**config.mk**
```make
export PLATFORM = sky130hd
export DESIGN_NAME = serial_adder_ctrl
export DESIGN_NICKNAME = d
export VERILOG_FILES = /design/src/rtl/serial_adder_ctrl.sv
export SDC_FILE = /design/constraint.sdc
export NUM_CORES = 1
export LEC_CHECK = 0
export ABC_AREA = 1
export CAP_MARGIN = 20
export CORE_MARGIN = 8
export CORE_UTILIZATION = 38
export CTS_CLUSTER_SIZE = 40
export DETAILED_ROUTE_END_ITERATION = 16
export PLACE_DENSITY = 0.69
export SYNTH_ARGS = -nofsm -noshare
export SYNTH_HDL_FRONTEND = slang
export SYNTH_SLANG_ARGS = --single-unit
```
**constraint.sdc**
```tcl
create_clock -name clk -period 1.01 [get_ports clk]
set_input_delay 0.202 -clock clk [delete_from_list [all_inputs] [get_ports clk]]
set_output_delay 0.202 -clock clk [all_outputs]
set_load 0.02 [all_outputs]
```
**src/rtl/serial_adder_ctrl.sv**
```systemverilog
// Bit-serial WIDTH-bit adder sequencer driving one external full-adder cell, LSB first.
// Optional subtract mode: define SERIAL_ADDER_SUB_EN to add the sub input port.
module serial_adder_ctrl #(
   parameter int WIDTH = 8,
   parameter int CNT_W = 4
) (
   input  logic             clk,
   input  logic             reset_n,
   input  logic             start,
`ifdef SERIAL_ADDER_SUB_EN
   input  logic             sub,
`endif
   input  logic [WIDTH-1:0] a,
   input  logic [WIDTH-1:0] b,
   output logic             busy,
   output logic             done,
   output logic [WIDTH-1:0] sum,
   output logic             carryout,
   output logic             overflow,
   output logic             fa_a,
   output logic             fa_b,
   output logic             fa_cin,
   input  logic             fa_sum,
   input  logic             fa_cout
);

   typedef enum logic [1:0] {IDLE, RUN, DONE} state_t;

   localparam logic [CNT_W-1:0] LAST = CNT_W'(WIDTH - 1);
   localparam logic [CNT_W-1:0] PEN  = CNT_W'(WIDTH - 2);

   state_t           state;
   logic [WIDTH-1:0] a_sh, b_sh;
   logic             carry_q, cin_msb;
   logic [CNT_W-1:0] cnt;
   logic             sub_i;

`ifdef SERIAL_ADDER_SUB_EN
   assign sub_i = sub;
`else
   assign sub_i = 1'b0;
`endif

   // busy is registered and equals (state == RUN), so it gates the cell inputs
   assign fa_a   = busy & a_sh[0];
   assign fa_b   = busy & b_sh[0];
   assign fa_cin = busy & carry_q;

   always_ff @(posedge clk) begin
      if (!reset_n) begin
         state    <= IDLE;
         busy     <= 1'b0;
         done     <= 1'b0;
         sum      <= '0;
         carryout <= 1'b0;
         overflow <= 1'b0;
         a_sh     <= '0;
         b_sh     <= '0;
         carry_q  <= 1'b0;
         cin_msb  <= 1'b0;
         cnt      <= '0;
      end else begin
         case (state)
            IDLE, DONE: begin
               done <= 1'b0;
               if (start) begin
                  // subtract is a + ~b + 1: invert b and seed the carry
                  a_sh     <= a;
                  b_sh     <= sub_i ? ~b : b;
                  carry_q  <= sub_i;
                  cnt      <= '0;
                  sum      <= '0;
                  carryout <= 1'b0;
                  overflow <= 1'b0;
                  busy     <= 1'b1;
                  state    <= RUN;
               end else begin
                  state <= IDLE;
               end
            end
            RUN: begin
               a_sh    <= a_sh >> 1;
               b_sh    <= b_sh >> 1;
               sum     <= {fa_sum, sum[WIDTH-1:1]};
               carry_q <= fa_cout;
               cnt     <= cnt + 1'b1;
               if (cnt == PEN) cin_msb <= fa_cout;
               if (cnt == LAST) begin
                  carryout <= fa_cout;
                  overflow <= cin_msb ^ fa_cout;
                  busy     <= 1'b0;
                  done     <= 1'b1;
                  state    <= DONE;
               end
            end
            default: begin
               busy  <= 1'b0;
               done  <= 1'b0;
               state <= IDLE;
            end
         endcase
      end
   end

endmodule

```
==> summary.md <==
| Metric | Value |
|---|---|
| CP startpoint kind | `flip-flop` |
| Hold path depth | `2` |
| Starting Density | `39.66%` |
| Yosys warns | `0` |
| Place WS | `-0.3653 ns` |
| Clock sink total | `36` |
| Worst setup skew after layout | `0.003556 ns` |
| Tcrit/Tclk final | `108.3%` |
| RSZ-0062 raised after global routing | `true` |
| Synth unique cells | `25` |
| CP cell instances | `nand2_4 > buf_12 > nor2_4 > buf_4 > nand2_1 > o31ai_2` |
| Routed WL per cell | `13.56 um` |
| FF-to-FF path depth | `6` |
| Io pins | `36` |
| Slowest CP cell | `dfxtp_4` |
| Worst path required time | `1.22 ns` |
| Hold_buf cts | `0` |
| Worst Setup End Kind | `flip-flop` |
| Avg Inst Size Synth | `7.815 um2` |
| #FFs+latches synth | `36` |
| Insertion delay to the later sink of the worst-skew pair | `0.29 ns` |
| Top cell type's share of synthesized area | `45.43%` |
| Final nets | `287` |
| Grt total ovfl | `0` |
| Diodes inserted | `0` |
| # DRC | `0` |
| Fill cells | `343` |
| Failing checks | `negative setup slack` |
| Storage element area | `734.5 um2` |
| Worst Slack Setup Final | `-0.08360 ns` |
| PwrDens | `1301 nW/um2` |
| Sequential area share after synthesis | `45.43%` |
| DRT iter0 DRCs | `57` |
| Worst endpoint data arrival time | `1.30 ns` |
| Reg clk slew, reported paths | `0.07 ns` |
| DP HPWL | `2753 um` |
| Worst path top cell family by delay | `flip-flops` |
| Final Setup Violations | `33` |
| First drt pass iteration count | `4` |
| Dpl cells | `302` |
| Final hold slack | `0.4694 ns` |
| Worst slew pin tran | `0.2746 ns` |
| Maximum VDD drop | `0.9449 mV` |
| CP bufs+invs | `2` |
| Outcome | `finished, violations left` |
| Crit path depth | `6` |
| Largest net degree at the start of global routing | `18` |
| Max-Cap Viols | `0` |
| Root Driver | `clkbuf_8` |
| Total CTS buffers | `5` |
| Htree depth | `2` |
| DR vias | `1506` |
| Clk buf depth | `2` |
| Hold/Removal Path Class | `reg -> reg` |
| Chip Width | `80.62 um` |
| First-pass GRT wire length | `6879 um` |
| Area Growth Syn to Fin | `58.75%` |
| Post-synth top area cell | `dfxtp_1` |
| Final core utilization | `62.97%` |
| Worst-path fanout max | `3` |
| Tot GR Track Use | `13.49%` |
| Num rows | `23` |
| DRT antenna net count | `0` |
| Die area | `6499 um2` |
| Layout cells sized above 1 | `47.92%` |
| IO Port Bufs | `35` |
| Fin cells | `315` |
| Relative slew margins | `81.62%` |
| Critical path class | `reg -> reg` |
| Hold Fails Final Rpt | `0` |
| Drt total wl | `4271 um` |
| Multi-input logic area | `929.6 um2` |
| Slew Viols, Final | `0` |
| Achievable Freq | `914.4 MHz` |
| Initial antenna violation count | `0` |
| Vias/cell | `4.781` |
| Synthesized cell area | `1587 um2` |
| Synthesized Nets | `226` |
| Routability cong. | `0.8254` |
| Die Ht | `80.62 um` |
| CTS tree | `done` |
| Max incr delay on CP | `0.40 ns` |
| Vias in the first global route | `1459` |
| Top post-synthesis cells by area | `dfxtp_1 45%, nand2_1 12%, nand3_1 7.9%` |
| Mapped Cells | `203` |
| Leakage power | `1.070 nW` |
| Tmin final | `1.094 ns` |
| Core box area | `4000 um2` |
[layout make-up]
cell class	instances	area share, %
Clock buffer	8	3.577
Inverter	14	3.130
Multi-Input combinational cell	143	36.91
Sequential cell	36	29.16
Tap cell	50	2.484
Timing Repair Buffer	62	23.45
Timing Repair inverter	2	1.292
[registers in the layout, summed over array words and instances, names as in the netlist]
| register | cells |
|---|---|
| done | 1 |
| busy | 1 |
| a_sh | 8 |
| cin_msb | 1 |
| overflow | 1 |
| sum | 8 |
| b_sh | 8 |
| carryout | 1 |
| cnt | 4 |
| carry_q | 1 |
| state | 2 |
[what timing repair did]
action                     4_1_cts  5_1_grt
setup endpoints to repair       45       46
buffers inserted                 1        1
cloned                           3        0
pin swaps                        5       13
hold endpoints to repair         0        0
resized for setup              106       49
[synthesized netlist by cell type, drive strengths merged]
library cell,instances
o21ai,8
xor2,1
nand2,56
clkbuf,2
buf,8
nor2,21
inv,14
nand4,2
ha,2
dfxtp,36
a21oi,25
o31ai,3
nand3,25
[layer usage]
metal	wire length, um	GRT usage [%]	vias up	part of all wire (%)
met5	0	0	-	0
met4	78	6.545	0	1.8
met3	137	2.567	7	3.2
met2	2181	21.49	20	51
met1	1873	16.92	692	44
li1	-	-	787	-
[where the power goes]
group | internal, mW | switching, mW | total [mW]
clock network | 0.556 | 0.479 | 1.03
logic | 0.327 | 0.366 | 0.693
registers | 1.48 | 0.0663 | 1.55
[placed cells by master, fill, tap and decap left out, types with 2 or more instances in the layout]
master | synthesis | final
a21oi_1 | 21 | 8
nor2_4 | 2 | 4
nand3_1 | 25 | 22
dfxtp_2 | 0 | 2
nand2_8 | 2 | 2
buf_6 | 3 | 9
nand2_2 | 4 | 27
a21oi_2 | 4 | 17
o31ai_2 | 0 | 3
nand4_1 | 2 | 2
clkdlybuf4s50_1 | 0 | 19
inv_1 | 10 | 6
buf_2 | 3 | 3
o21ai_2 | 0 | 2
inv_2 | 2 | 5
o21ai_0 | 8 | 4
dfxtp_4 | 0 | 3
nor2_1 | 18 | 17
nand2_4 | 1 | 5
buf_4 | 0 | 26
dfxtp_1 | 36 | 31
buf_12 | 0 | 4
clkbuf_8 | 0 | 6
o21ai_1 | 0 | 2
clkbuf_1 | 2 | 2
nand3_2 | 0 | 3
nand2_1 | 49 | 22
[final timing paths]
path	start	end	slack, ns
worst max-delay path	state[0]$_SDFFE_PN0P_	sum[7]$_SDFFE_PN0P_	-0.08
worst min-delay path	cin_msb$_SDFFE_PN0P_	cin_msb$_SDFFE_PN0P_	0.47
worst max register to register	state[0]$_SDFFE_PN0P_	sum[7]$_SDFFE_PN0P_	-0.08
worst min register to register	cin_msb$_SDFFE_PN0P_	cin_msb$_SDFFE_PN0P_	0.47
[worst register-to-register path: stages, from the launching register on]
cell,delay [ns]
dfxtp_4,0.40
nand2_4,0.09
buf_12,0.14
nor2_4,0.13
buf_4,0.15
nand2_1,0.05
o31ai_2,0.05
[cells by family after synthesis]
family                     after synthesis  synth area share [%]
and+or+nand+nor                        104                 31.15
xor gates and xnor gates                 1                0.5522
AOI/OAI and AO/OA                       36                 12.78
adders and majority gates                2                 1.577
DFF                                     36                 45.43
buffers and inverters                   24                 8.517
[stage by stage]
stage / total power [mW] / instance area [um2] / TNS, ns
6_report: 3.276 / 2519 / -1.526
3_5_place_dp: 2.097 / 2173 / -13.56
5_1_grt: 3.433 / 2519 / -3.940
2_1_floorplan: 1.872 / 1618 / -0.09008
3_3_place_gp: 2.089 / 2173 / -12.71
4_1_cts: 3.221 / 2367 / -1.026
Note: power is estimated with default switching activity, not from simulation.
